--- config.mk ---
export PLATFORM = sky130hd
export DESIGN_NAME = wb_arbiter_2m
export DESIGN_NICKNAME = d
export VERILOG_FILES = /design/src/rtl/wb_pkg.sv /design/src/rtl/wb_arbiter_2m_pick.sv /design/src/rtl/wb_arbiter_2m.sv
export SDC_FILE = /design/constraint.sdc
export NUM_CORES = 1
export LEC_CHECK = 0
export CAP_MARGIN = 10
export CELL_PAD_IN_SITES_DETAIL_PLACEMENT = 1
export CELL_PAD_IN_SITES_GLOBAL_PLACEMENT = 1
export CORE_MARGIN = 2
export CORE_UTILIZATION = 10
export CTS_CLUSTER_SIZE = 12
export DETAILED_ROUTE_END_ITERATION = 8
export GPL_TIMING_DRIVEN = 0
export HOLD_SLACK_MARGIN = 0.1
export PLACE_DENSITY_LB_ADDON = 0.1
export REMOVE_ABC_BUFFERS = 1
export SETUP_SLACK_MARGIN = 0.02
export SYNTH_ARGS = -nofsm -noshare
export SYNTH_HDL_FRONTEND = slang
export SYNTH_SLANG_ARGS = --single-unit
--- constraint.sdc ---
create_clock -name clk -period 1.55 [get_ports clk]
set_input_delay 0.2325 -clock clk [delete_from_list [all_inputs] [get_ports clk]]
set_output_delay 0.2325 -clock clk [all_outputs]
set_load 0.02 [all_outputs]
--- src/rtl/wb_pkg.sv ---
// Shared types and constants for the two-master Wishbone arbiter.
// Optional watchdog is enabled with WB_ARB_TIMEOUT_EN.
package wb_pkg;

  localparam int WB_AW = 32;
  localparam int WB_DW = 32;
  localparam int WB_TIMEOUT_DEFAULT = 255;

  typedef enum logic [1:0] {
    IDLE  = 2'd0,
    BUSY  = 2'd1,
    ABORT = 2'd2
  } arb_state_t;

endpackage

--- src/rtl/wb_arbiter_2m_pick.sv ---
// Two-input round-robin picker: on a tie the master that did not
// own the bus last wins. last=1 means master 1 owned it last.
module wb_rr_pick (
  input  logic [1:0] req,
  input  logic       last,
  output logic [1:0] win
);

  always_comb begin
    win = 2'b00;
    unique case (req)
      2'b01:   win = 2'b01;
      2'b10:   win = 2'b10;
      2'b11:   win = last ? 2'b01 : 2'b10;
      default: win = 2'b00;
    endcase
  end

endmodule

--- src/rtl/wb_arbiter_2m.sv ---
// Two-master / one-slave Wishbone classic arbiter, cyc-framed RR grant.
// Define WB_ARB_TIMEOUT_EN to add the hung-slave watchdog (ABORT).
module wb_arbiter_2m
  import wb_pkg::*;
#(
  parameter int AW      = WB_AW,
  parameter int DW      = WB_DW,
  parameter int TIMEOUT = WB_TIMEOUT_DEFAULT
) (
  input  logic          clk,
  input  logic          rst,
  input  logic          m0_cyc,
  input  logic          m0_stb,
  input  logic          m0_we,
  input  logic [AW-1:0] m0_addr,
  input  logic [DW-1:0] m0_dat_w,
  output logic [DW-1:0] m0_dat_r,
  output logic          m0_ack,
  output logic          m0_err,
  input  logic          m1_cyc,
  input  logic          m1_stb,
  input  logic          m1_we,
  input  logic [AW-1:0] m1_addr,
  input  logic [DW-1:0] m1_dat_w,
  output logic [DW-1:0] m1_dat_r,
  output logic          m1_ack,
  output logic          m1_err,
  output logic          s_cyc,
  output logic          s_stb,
  output logic          s_we,
  output logic [AW-1:0] s_addr,
  output logic [DW-1:0] s_dat_w,
  input  logic [DW-1:0] s_dat_r,
  input  logic          s_ack,
  output logic [1:0]    grant
);

  if (TIMEOUT < 1 || TIMEOUT > 65535) begin : g_bad_timeout
    $error("wb_arbiter_2m: TIMEOUT out of range");
  end

  arb_state_t state;
  logic       last;
  logic [1:0] win;
  logic       busy;
  logic       own_cyc;
  logic       hit;

  wb_rr_pick u_pick (
    .req  ({m1_cyc, m0_cyc}),
    .last (last),
    .win  (win)
  );

  assign busy    = (state == BUSY);
  assign own_cyc = (grant[0] & m0_cyc) | (grant[1] & m1_cyc);

  // Pure passthrough of the owner; everything reads 0 when not BUSY.
  always_comb begin
    s_cyc   = 1'b0;
    s_stb   = 1'b0;
    s_we    = 1'b0;
    s_addr  = '0;
    s_dat_w = '0;
    unique case (1'b1)
      busy & grant[0]: begin
        s_cyc   = m0_cyc;
        s_stb   = m0_stb;
        s_we    = m0_we;
        s_addr  = m0_addr;
        s_dat_w = m0_dat_w;
      end
      busy & grant[1]: begin
        s_cyc   = m1_cyc;
        s_stb   = m1_stb;
        s_we    = m1_we;
        s_addr  = m1_addr;
        s_dat_w = m1_dat_w;
      end
      default: ;
    endcase
  end

  assign m0_ack   = s_ack & busy & grant[0];
  assign m1_ack   = s_ack & busy & grant[1];
  assign m0_dat_r = grant[0] ? s_dat_r : '0;
  assign m1_dat_r = grant[1] ? s_dat_r : '0;

`ifdef WB_ARB_TIMEOUT_EN
  logic [15:0] cnt;
  logic [1:0]  err_q;
  logic        hung;

  assign hung = busy & s_cyc & ~s_ack;
  assign hit  = hung & (({1'b0, cnt} + 17'd1) == 17'(TIMEOUT));

  always_ff @(posedge clk) begin
    if (rst) begin
      cnt   <= '0;
      err_q <= 2'b00;
    end else begin
      err_q <= hit ? grant : 2'b00;
      if (!busy || s_ack)
        cnt <= '0;
      else if (hung)
        cnt <= cnt + 16'd1;
    end
  end

  assign m0_err = err_q[0];
  assign m1_err = err_q[1];
`else
  assign hit    = 1'b0;
  assign m0_err = 1'b0;
  assign m1_err = 1'b0;
`endif

  always_ff @(posedge clk) begin
    if (rst) begin
      state <= IDLE;
      grant <= 2'b00;
      last  <= 1'b1;
    end else begin
      unique case (state)
        IDLE: begin
          if (|win) begin
            grant <= win;
            state <= BUSY;
          end
        end
        BUSY: begin
          if (!own_cyc) begin
            state <= IDLE;
            grant <= 2'b00;
            last  <= grant[1];
          end else if (hit) begin
            state <= ABORT;
          end
        end
`ifdef WB_ARB_TIMEOUT_EN
        ABORT: begin
          if (!own_cyc) begin
            state <= IDLE;
            grant <= 2'b00;
            last  <= grant[1];
          end
        end
`endif
        default: begin
          state <= IDLE;
          grant <= 2'b00;
        end
      endcase
    end
  end

endmodule
* After elaboration in Yosys (flattened, before gate mapping)
Index checks and enable logic that the tools add are counted.
** Storage, ports and cells
- Output and inout bits :: 137
- Word-level logic and storage cells :: 36
- Bits in registers :: 5
- Input bits :: 169
** Cells by class
- Reduce and logical (&&, ||, !) cells :: 4
- Multiplexer cells :: 14
- Bitwise logic cells :: 9
- Equal/unequal tests :: 6
** Operators by type and width (number)
- $pmux 32 s2 :: 2
- $mux 32 :: 2
- $mux 2 :: 4
- $pmux 2 s2 :: 2
- $and 1x1->1 :: 7
- $pmux 1 s2 :: 3
- $pmux 2 s3 :: 1
- $eq 2x1->1 const B :: 2
- $eq 2x2->1 const B :: 2
- $ne 2x2->1 const B :: 2
- $reduce_and 2->1 :: 2
- $logic_not 2->1 :: 1
- $reduce_or 2->1 :: 1
- $not 1->1 :: 1
- $or 1x1->1 :: 1

* Logic depth before layout (Yosys ltp)
Gate-level depths: netlist (run 1).
- Depth after elaboration :: 5
- Depth in mapped cells :: 5
- Gate-level depth less buffers :: 3

* Cells and area by module
A second synthesis (run 1) with hierarchy kept.
** Second synthesis, totals
- Cell total of the unflattened synthesis :: 184
- Area total of the unflattened synthesis :: 1391.3 µm²
** By module, submodules not included
- wb_arbiter_2m :: cells an instance 181, instances 1, seq. area each 80.1 µm², area an instance 1372.6 µm²
- wb_rr_pick :: cells an instance 3, instances 1, seq. area each 0.0 µm², area an instance 18.8 µm²

* Worst setup path after synthesis (run 1)
Ideal clock, no wire load.
- Path kind :: reg-to-output
- Start :: register grant[1]
- End :: output s_cyc
- Path slack :: 26 ps
- Required time :: 1317 ps
- Arrival :: 1292 ps
- Buffers on the path :: 1
- Stages on the path, launching flop included :: 4
- Cell sequence :: dfxtp_1 > clkbuf_1 > nand2_1 > a21boi_0
** On the way
- Longest elaborated chain between the ends :: 2
** RTL lines
- start, declared :: line wb_arbiter_2m.sv:35 : output logic [1:0] grant
- start signal, assigned :: line wb_arbiter_2m.sv:127 : grant <= win;
- $and 1x1->1 :: line wb_arbiter_2m.sv:73 : busy & grant[1]: begin
- $pmux 1 s2 :: line wb_arbiter_2m.sv:65 : unique case (1'b1)
- end, declared :: line wb_arbiter_2m.sv:28 : output logic s_cyc,
No other way between the ends.

* Worst setup path in the final report (run 1)
- Start :: register grant[0]
- End :: output s_addr[17]
** On the way
- Longest elaborated chain between the ends :: 2
** RTL lines
- $and 1x1->1 :: line wb_arbiter_2m.sv:66 : busy & grant[0]: begin
- $pmux 32 s2 :: line wb_arbiter_2m.sv:65
- end, declared :: line wb_arbiter_2m.sv:31 : output logic [AW-1:0] s_addr,
No other way between the ends.

==> metrics.log, run 1 <==
[metrics] critical path data required time: approximately 1.3 ns
[metrics] Worst R2R Setup Slack: approximately 0.40 ns
[metrics] number of placed I/O pins: 306
[metrics] minimum setup slack after placement: -1.54 ns
[metrics] Remaining DRCs: 0
[metrics] post-synthesis register bit count: 4
[metrics] top cells by area, synth: a22o_1, and2_1, buf_6, dfxtp_1, clkbuf_1
[metrics] height of the die: about 120 microns
[metrics] cell leakage power: between 0.002 and 0.0025 uW
[metrics] Critical Path Source Type: flop
[metrics] Overflow after GRT: 0
[metrics] worst setup skew after layout: 0.00411 ns
[metrics] global placer's final weighted congestion: about 0.71
[metrics] die boundary width: approximately 120 microns
[metrics] vias in the first global route: 3139
[metrics] global-route usage over all layers: between 10% and 20%
[metrics] remaining antenna violation count: 0
[metrics] wire length of the first global-routing pass: roughly 20 mm
[metrics] final number of hold-violating endpoints: 0
[metrics] largest net degree at the start of global routing: 22
[metrics] pins over their slew limit: 0
[metrics] # hold bufs at CTS: 0
[metrics] post-detailed-placement half-perimeter wirelength: approximately 9.3 mm
[metrics] instance count of the mapped netlist: around 180
[metrics] arrival time of data at the critical path endpoint: roughly 1.4 ns
[metrics] area of the multi-input gates: between 0.001 and 0.0015 sq mm
[metrics] R2R depth: 5
[metrics] worst ir drop on vdd: 263 uV
[metrics] Worst Hold Launch: last
[metrics] number of clock buffers inserted by TritonCTS: 3
[metrics] setup slack of the critical path after layout: -0.108 ns
[metrics] reg2reg end: grant[1]
[metrics] library cell occupying the most area in the post-synthesis netlist: a22o_1
[metrics] antenna violations before repair: 0
[metrics] number of stages on the worst hold path: 2
[metrics] FF+latch area: approximately 91 sq um
[metrics] Final min period: between 1.5 and 2 ns
[metrics] class of the tightest hold or removal check: reg -> reg
[metrics] Period Utilization, post-route: 107%
[metrics] # nets final: 702
[metrics] share of layout cells above drive strength 1: between 30% and 40%
[metrics] number of endpoints failing setup at the final stage: 48
[metrics] max-cap violations: 0
[metrics] power consumption: 2090 uW
[metrics] number of buffers between clock root and the deepest sink: 2
[metrics] Power Dens Cells: 412 mW/mm^2
[metrics] outcome: finished, violations left
[metrics] number of detailed-routing iterations run before antenna repair: 4
[metrics] count of buffers inserted at the top-level ports: just over 300
[metrics] clock tree from TritonCTS: built
[metrics] cell row count: 43
[metrics] post-synth top area share: between 40% and 50%
[metrics] number of violations reported at the end of detailed-routing iteration 0: between 100 and 150
[metrics] Root Buffer Master: clkbuf_16
[metrics] clock-pin slew on the worst setup and hold paths: 0.03 ns
[metrics] via count of the routed design: about 3000
[metrics] clock insertion delay at the later pin of the skew report: between 0.2 and 0.25 ns
[metrics] initial core utilization: about a tenth
[metrics] total wire length: roughly 15 mm
[metrics] maximum fanout along the worst path: 8
[metrics] netlist area before placement: about 0.0014 sq mm
[metrics] Final Non-Filler Cells: ~700
[metrics] capturing element type of the critical path: output pin
[metrics] number of fill cells: roughly 1600
[metrics] number of placed cells counting well taps: ~640
[metrics] unrepaired setup endpoints after global routing: true
[metrics] endpoint with the worst hold slack: grant[1]
[metrics] launch instance of the worst register-to-register path: state[0]
[metrics] Sinks on Clock Net: 4
[metrics] commonest non-fill, non-tap cells in the layout: clkdlybuf4s50_1, buf_6, a22o_1
[metrics] H-tree levels: 1
[metrics] Highest Clock Rate: roughly 600 MHz
[metrics] Yosys Warn Count: 0
[metrics] Avg Synthesized Cell Area: around 7.7 sq um
[metrics] standard cell core area: ~0.014 sq mm
[metrics] register area share after synthesis: about 5.7%
[metrics] via/cell ratio: about 4.2
[metrics] violated checks: setup timing
[metrics] die area: 0.0150 sq mm
[metrics] final routed wire length divided by cell count: just over 20 microns
[metrics] Crit Path Class: reg -> out
[metrics] Netlist cell types: 23
[metrics] P&R area growth vs syn: 263%
[metrics] most common cell after layout, fill and taps aside: clkdlybuf4s50_1
## metrics by stage
stage | hold slack, ns | area [sq um] | utilization (%) | TNS, ns
finish | 0.551 | 5090 | 36.9 | -1.95
global route | 0.561 | 5080 | 36.9 | -4.19
floorplan | 0.302 | 1220 | - | -24.40
CTS | 0.540 | 4880 | 35.4 | -1.74
detailed placement | 0.528 | 4480 | 32.5 | -141.47
global placement | 0.529 | 4480 | 32.5 | -142.35
## worst max path at each step
| stage | start | to | slack, ns |
|---|---|---|---|
| finish | grant[0] | s_addr[17] | -0.11 |
| global placement | grant[0] | s_dat_w[28] | -1.56 |
| CTS | state[0] | s_addr[17] | -0.11 |
| global route | state[0] | s_addr[17] | -0.14 |
| floorplan | grant[1] | s_addr[0] | -0.37 |
| detailed placement | grant[0] | s_dat_w[28] | -1.54 |
## final cells by class
| class | count | share of cell area (%) |
|---|---|---|
| Antenna cell | 1 | 0.0492 |
| Tap cell | 180 | 4.43 |
| Clock buffer | 3 | 1.48 |
| Timing Repair Buffer | 351 | 66.6 |
| Multi-Input combinational cell | 173 | 25.6 |
| Sequential cell | 4 | 1.80 |
## sequential cells by signal (all words and copies together) (netlist names)
signal	count
grant	2
last	1
state	1
## what timing repair did
item | in CTS | in global routing
gates resized for setup | 606 | 72
pin swaps | 30 | 32
setup endpoints to repair | 139 | 110
gates cloned | 17 | 1
setup buffers | 45 | 3
## power breakdown
group	internal (uW)	switching (uW)
registers	116	27.9
clock network	330	78.4
logic	892	650
## worst max-delay path: stages (launching register included)
cell,delay [ns]
dfxtp_4,0.37
buf_4,0.14
and2_4,0.18
buf_4,0.14
a22o_1,0.21
buf_4,0.15
## cell usage after synthesis (all sizes together)
library cell / n
a21oi: 2
a22o: 66
nor4bb: 1
clkbuf: 7
nor2: 2
a31oi: 1
and3: 2
nand3b: 1
a21boi: 1
nand2b: 1
dfxtp: 4
nor3b: 1
buf: 17
a32o: 2
nand2: 3
conb: 1
and2: 66
mux2i: 1
o21bai: 1
nor2b: 2
## per-layer routing
metal  wire length, microns  GRT usage, %  up-vias
met3                   1070          4.41       17
met2                   7980          34.9      143
met1                   5430          19.9     1445
met5                      0             0        -
li1                       -             -     1393
met4                    214          2.87        0
## cells by family (layout without fill, tap and decap cells)
group / after synthesis / count (layout) / share of synthesized area [%]
AO/OA/AOI/OAI: 73 / 73 / 44.9
buffers and inverters: 24 / 354 / 13.2
multiplexers: 1 / 1 / 0.714
other: 1 / 3 / 0.268
AND/OR/NAND/NOR: 79 / 97 / 35.2
flip-flops: 4 / 4 / 5.71
(Power assumes the default switching activity.)
==> run 2, diff against run 1 <==
--- a/config.mk
+++ b/config.mk
@@ -5,16 +5,17 @@
 export SDC_FILE = /design/constraint.sdc
 export NUM_CORES = 1
 export LEC_CHECK = 0
+export ABC_CLOCK_PERIOD_IN_PS = 1550
 export CAP_MARGIN = 10
 export CELL_PAD_IN_SITES_DETAIL_PLACEMENT = 1
 export CELL_PAD_IN_SITES_GLOBAL_PLACEMENT = 1
-export CORE_MARGIN = 2
 export CORE_UTILIZATION = 10
 export CTS_CLUSTER_SIZE = 12
 export DETAILED_ROUTE_END_ITERATION = 8
 export GPL_TIMING_DRIVEN = 0
 export HOLD_SLACK_MARGIN = 0.1
 export PLACE_DENSITY_LB_ADDON = 0.1
+export RECOVER_POWER = 50
 export REMOVE_ABC_BUFFERS = 1
 export SETUP_SLACK_MARGIN = 0.02
 export SYNTH_ARGS = -nofsm -noshare
==> run 2 against run 1 <==
Compared with the run above: the flow still finishes with violations (setup timing); non-clock buffer count increased by 9; largest power group unchanged; register-to-register slack worse by 0.02 ns; worst hold slack got worse by 0.016 ns; highest routed layer unchanged; fmax decreased by 3.3%; cell count unchanged; sequential cell count did not move.
==> metrics.log, run 2 (same netlist as run 1, synthesis figures left out) <==
[metrics] Sinks on Clock Net: 4
[metrics] total wire length: between 10 and 15 mm
[metrics] number of detailed-routing iterations run before antenna repair: 4
[metrics] Highest Clock Rate: about 580 MHz
[metrics] family with the most delay on the worst path: buffers and inverters
[metrics] cell row count: 42
[metrics] worst hold slack: 0.535 ns
[metrics] global-route usage over all layers: 18.9%
[metrics] Overflow after GRT: 0
[metrics] share of layout cells above drive strength 1: 38.4%
[metrics] largest registers: grant: 2 flops, last: 1 flops, state: 1 flops
[metrics] height of the die: roughly 120 microns
[metrics] Period Utilization, post-route: 111%
[metrics] Root Buffer Master: clkbuf_16
[metrics] beginning of the critical path: state[0]
[metrics] global placer's final weighted congestion: slightly below 0.7
[metrics] clock insertion delay at the later pin of the skew report: 0.23 ns
[metrics] setup slack of the critical path after layout: -0.164 ns
[metrics] remaining antenna violation count: 0
[metrics] commonest non-fill, non-tap cells in the layout: clkdlybuf4s50_1, buf_6, a22o_1
[metrics] number of fill cells: about 1600
[metrics] largest net degree at the start of global routing: 22
[metrics] antenna violations before repair: 0
[metrics] critical path data required time: approximately 1.3 ns
[metrics] number of flip-flops in the largest register: 2
[metrics] pins over their slew limit: 0
[metrics] number of endpoints failing setup at the final stage: 51
[metrics] master of the slowest instance on the critical path: dfxtp_4
[metrics] area of the multi-input gates: roughly 0.0013 sq mm
[metrics] power consumption: between 2000 and 2500 uW
[metrics] final cell utilization of the core: approximately 38%
[metrics] arrival time of data at the critical path endpoint: ~1.5 ns
[metrics] P&R area growth vs syn: 262%
[metrics] FF+latch area: between 90 and 100 sq um
[metrics] most common cell after layout, fill and taps aside: clkdlybuf4s50_1
[metrics] most frequent cell on the critical path: buf_6
[metrics] count of buffers inserted at the top-level ports: 303
[metrics] # nets final: 707
[metrics] Power Dens Cells: 414 mW/mm^2
[metrics] number of violations reported at the end of detailed-routing iteration 0: 65
[metrics] maximum fanout along the worst path: 7
[metrics] largest register by flop count: grant
[metrics] number of clock buffers inserted by TritonCTS: 3
[metrics] Crit Path Class: reg -> out
[metrics] number of placed I/O pins: 306
[metrics] final routed wire length divided by cell count: around 21 microns
[metrics] via count of the routed design: slightly below 3000
[metrics] vias in the first global route: about 3000
[metrics] outcome: finished, violations left
[metrics] clock tree from TritonCTS: built
[metrics] Final min period: between 1.5 and 2 ns
[metrics] wire length of the first global-routing pass: 20.0 mm
[metrics] violated checks: setup timing
[metrics] die area: 0.0145 sq mm
[metrics] cell breakdown of the critical path: buf_6 -> and2_4 -> buf_12 -> buf_6 -> a22o_1 -> buf_6
[metrics] Critical Path Source Type: flop
[metrics] cell leakage power: between 0.002 and 0.0025 uW
[metrics] minimum setup slack after placement: -1.56 ns
[metrics] Final Non-Filler Cells: 712
[metrics] critical path buffer and inverter count: 4
[metrics] capturing element type of the critical path: output pin
[metrics] number of antenna cells inserted: 0
[metrics] number of placed cells counting well taps: between 600 and 700
[metrics] initial core utilization: roughly a tenth
[metrics] launch instance of the worst register-to-register path: grant[0]
[metrics] max-cap violations: 0
[metrics] Worst Hold Launch: last
[metrics] class of the tightest hold or removal check: reg -> reg
[metrics] final number of hold-violating endpoints: 0
[metrics] clock-pin slew on the worst setup and hold paths: about 0.03 ns
[metrics] worst ir drop on vdd: ~260 uV
[metrics] H-tree levels: 1
[metrics] unrepaired setup endpoints after global routing: true
[metrics] die boundary width: approximately 120 microns
[metrics] Remaining DRCs: 0
[metrics] number of buffers between clock root and the deepest sink: 2
[metrics] post-detailed-placement half-perimeter wirelength: roughly 8.9 mm
[metrics] largest stage delay on the critical path: between 0.3 and 0.4 ns
[metrics] worst setup skew after layout: between 0.002 and 0.0025 ns
[metrics] standard cell core area: roughly 0.013 sq mm
[metrics] via/cell ratio: a little over 4
[run 2: changes by cell type in the layout (fill, tap and decap cells not counted), sizes merged]
cell / previous run / this run
clkdlybuf4s15: 31 / 4
clkbuf: 5 / 22
buf: 149 / 162
dlygate4sd2: 3 / 9
and2: 84 / 80
diode: 1 / 0
[run 2: metal layers]
| metal | global-route usage, % | wire (microns) | up-vias |
|---|---|---|---|
| li1 | - | - | 1402 |
| met1 | 21.8 | 5630 | 1425 |
| met2 | 37.2 | 8180 | 116 |
| met3 | 2.59 | 866 | 6 |
| met4 | 1.85 | 64 | 0 |
| met5 | 0 | 0 | - |
[run 2: worst paths after layout]
path / end / slack (ns) / cells after the start
setup / recovery: s_addr[26] / -0.16 / 6
hold / removal: last / 0.54 / 2
setup reg to reg: last / 0.38 / 5
hold reg to reg: last / 0.54 / 2
[run 2: area by class of cell]
class / instances / area share (%)
Multi-Input combinational cell: 169 / 25.2
Clock buffer: 3 / 1.48
Timing Repair Buffer: 360 / 67.1
Tap cell: 176 / 4.33
Sequential cell: 4 / 1.80
[run 2: power by group]
part / switching (uW) / internal, uW / total (uW)
clock network: 74.3 / 330 / 404
registers: 24.8 / 116 / 140
logic: 664 / 894 / 1560
[run 2: stage by stage]
| step | TNS [ns] | cell area (sq um) |
|---|---|---|
| after floorplan | -24.40 | 1220 |
| after detailed placement | -144.96 | 4470 |
| after global placement | -144.05 | 4470 |
| final | -3.01 | 5080 |
| after global routing | -5.02 | 5080 |
| after CTS | -3.50 | 4830 |
[run 2: repair_timing]
item,4_1_cts,5_1_grt
cloned,14,0
pin swaps,13,32
setup buffers,42,15
gates resized for setup,513,162
hold buffers,0,0
endpoints found under the setup margin,139,114
[run 2: tightest hold or removal path, stage by stage, from the launching register on]
cell     delay, ns
dfxtp_1       0.31
nor2_1        0.11
a21oi_1       0.07
==> run 3, diff against run 2 <==
--- a/config.mk
+++ b/config.mk
@@ -9,6 +9,7 @@
 export CAP_MARGIN = 10
 export CELL_PAD_IN_SITES_DETAIL_PLACEMENT = 1
 export CELL_PAD_IN_SITES_GLOBAL_PLACEMENT = 1
+export CORE_MARGIN = 1
 export CORE_UTILIZATION = 10
 export CTS_CLUSTER_SIZE = 12
 export DETAILED_ROUTE_END_ITERATION = 8
==> constraint.sdc (replaced) <==
create_clock -name clk -period 1.55 [get_ports clk]
set_input_delay 0.31 -clock clk [delete_from_list [all_inputs] [get_ports clk]]
set_output_delay 0.31 -clock clk [all_outputs]
set_load 0.02 [all_outputs]
==> run 3 against run 2 <==
Compared with the run above: the run still ends with setup timing left; worst hold slack got worse by 0.0014 ns; critical path depth is 1 lower; sequential cell count unchanged; clock skew about the same; sequential share of layout area decreased by 0.13 points; cell count increased by 0.56%; utilization increased by 2.9 points; global-route usage about the same; critical endpoint is now s_addr[10]; highest routed layer unchanged.
==> metrics.log, run 3 (same netlist as run 1, synthesis figures left out) <==
[metrics] outcome: finished, violations left
[metrics] violated checks: setup timing
[metrics] reg2reg end: grant[1]
[metrics] capturing element type of the critical path: output pin
[metrics] power spent charging and discharging nets: between 800 and 900 uW
[metrics] height of the die: 120 microns
[metrics] max-cap violations: 0
[metrics] Critical Path Source Type: flop
[metrics] Remaining DRCs: 0
[metrics] wire length of the first global-routing pass: approximately 20 mm
[metrics] antenna violations before repair: 0
[metrics] beginning of the critical path: state[0]
[metrics] largest net degree at the start of global routing: 22
[metrics] critical path data required time: around 1.2 ns
[metrics] number of clock buffers inserted by TritonCTS: 3
[metrics] share of layout cells above drive strength 1: a little under half
[metrics] clock insertion delay at the later pin of the skew report: approximately 0.23 ns
[metrics] count of buffers inserted at the top-level ports: about 300
[metrics] worst hold slack: 0.534 ns
[metrics] part of the total power dissipated in combinational logic: between 70% and 80%
[metrics] number of detailed-routing iterations run before antenna repair: 4
[metrics] Overflow after GRT: 0
[metrics] largest stage delay on the critical path: 0.38 ns
[metrics] area of the multi-input gates: approximately 0.0014 sq mm
[metrics] worst setup skew after layout: between 0.002 and 0.003 ns
[metrics] # hold bufs at CTS: 0
[metrics] proportion of total power due to net switching: around a third
[metrics] clock-pin slew on the worst setup and hold paths: approximately 0.030 ns
[metrics] most common cell after layout, fill and taps aside: clkdlybuf4s50_1
[metrics] number of fill cells: between 1500 and 2000
[metrics] Crit Path Class: reg -> out
[metrics] cell row count: 42
[metrics] via/cell ratio: 4.18
[metrics] worst ir drop on vdd: 292 uV
[metrics] class of the tightest hold or removal check: reg -> reg
[metrics] final routed wire length divided by cell count: 21.2 microns
[metrics] number of buffers between clock root and the deepest sink: 2
[metrics] number of placed cells counting well taps: between 600 and 700
[metrics] commonest non-fill, non-tap cells in the layout: clkdlybuf4s50_1, buf_6, a22o_1
[metrics] R2R depth: 6
[metrics] endpoint of the most critical setup path: s_addr[10]
[metrics] Final Non-Filler Cells: just over 700
[metrics] number of placed I/O pins: roughly 310
[metrics] cell leakage power: approximately 0.0025 uW
[metrics] critical path buffer and inverter count: 3
[metrics] Power Dens Cells: 422 mW/mm^2
[metrics] unrepaired setup endpoints after global routing: true
[metrics] die boundary width: 120 microns
[metrics] post-detailed-placement half-perimeter wirelength: 8.89 mm
[metrics] number of endpoints failing setup at the final stage: 94
[metrics] minimum setup slack after placement: -1.64 ns
[metrics] initial core utilization: 10.4%
[metrics] family with the most delay on the worst path: buffers and inverters
[metrics] vias in the first global route: roughly 3000
[metrics] power consumption: ~2300 uW
[metrics] Sinks on Clock Net: 4
[metrics] largest register by flop count: grant
[metrics] FF+latch area: between 90 and 100 sq um
[metrics] remaining antenna violation count: 0
[metrics] number of violations reported at the end of detailed-routing iteration 0: 82
[metrics] maximum fanout along the worst path: 8
[metrics] via count of the routed design: approximately 3000
[metrics] setup slack of the critical path after layout: -0.192 ns
[metrics] standard cell core area: 0.0135 sq mm
[metrics] clock tree from TritonCTS: built
[metrics] number of flip-flops in the largest register: 2
[metrics] most frequent cell on the critical path: buf_12
[metrics] largest registers: grant: 2 flops, last: 1 flops, state: 1 flops
[metrics] Worst R2R Setup Slack: roughly 0.22 ns
[metrics] final cell utilization of the core: 40.6%
[metrics] die area: between 0.01 and 0.015 sq mm
[metrics] Final min period: roughly 1.7 ns
[metrics] fraction of power consumed by the clock network: between 10% and 20%
[metrics] Root Buffer Master: clkbuf_16
[metrics] # nets final: between 700 and 800
[metrics] global placer's final weighted congestion: 0.676
[metrics] global-route usage over all layers: a little under a fifth
[metrics] total wire length: about 15 mm
[metrics] P&R area growth vs syn: 290%
[metrics] number of antenna cells inserted: 0
[metrics] Critical Path Stages: 5
[metrics] cell breakdown of the critical path: buf_12 -> and2_4 -> buf_12 -> a22o_1 -> buf_6
[metrics] final number of hold-violating endpoints: 0
[metrics] Period Utilization, post-route: 112%
[metrics] pins over their slew limit: 0
[metrics] launch instance of the worst register-to-register path: grant[0]
[metrics] fraction of power consumed by sequential logic: 6.1%
[metrics] master of the slowest instance on the critical path: dfxtp_4
[metrics] H-tree levels: 1
[metrics] internal power summed over all cells: 1490 uW
[metrics] Highest Clock Rate: roughly 570 MHz
[metrics] arrival time of data at the critical path endpoint: ~1.4 ns
[run 3: layer usage]
metal / up-vias / global-route usage [%] / wire [microns]
li1: 1411 / - / -
met1: 1456 / 22.1 / 5800
met2: 115 / 36.9 / 8570
met3: 8 / 2.59 / 773
met4: 0 / 1.85 / 67
met5: - / 0 / 0
[run 3: cell type report]
class,count,area share [%]
Timing Repair Buffer,363,67.8
Tap cell,176,4.03
Multi-Input combinational cell,170,25.1
Sequential cell,4,1.67
Clock buffer,3,1.37
[run 3: timing repair]
action / CTS / global route
endpoints found under the hold margin: 0 / 0
setup buffers: 36 / 22
gates cloned: 14 / 4
pin swaps: 18 / 47
resized for setup: 562 / 285
setup endpoints to repair: 139 / 120
[run 3: through the flow]
| step | setup TNS [ns] | instance area, sq um |
|---|---|---|
| after floorplan | -29.59 | 1220 |
| after global placement | -154.51 | 4470 |
| after detailed placement | -155.42 | 4470 |
| after CTS | -9.17 | 4880 |
| after global routing | -12.47 | 5470 |
| final | -8.80 | 5470 |
[run 3: power groups by stage]
stage | logic [uW] | clock network (uW) | registers (uW)
after floorplan | 448 | 0 | 151
after global placement | 1290 | 0 | 173
after detailed placement | 1300 | 0 | 173
after CTS | 1460 | 411 | 146
after global routing | 1850 | 424 | 142
final | 1760 | 406 | 140
[run 3: worst min-delay path by stage]
| stage | depth (start not counted) | start | endpoint |
|---|---|---|---|
| 4_1_cts | 2 | last | last |
| 3_5_place_dp | 2 | last | last |
| 2_1_floorplan | 1 | rst | state[0] |
| 6_report | 2 | last | last |
| 5_1_grt | 2 | last | grant[1] |
| 3_3_place_gp | 2 | last | last |
[run 3: worst reg2reg max path, cell delays in order (launching register included)]
cell and delay [ns]:
dfxtp_4 0.37, buf_8 0.15, buf_6 0.13, clkbuf_16 0.16
nand2_4 0.07, nand3b_1 0.11, a32o_1 0.22
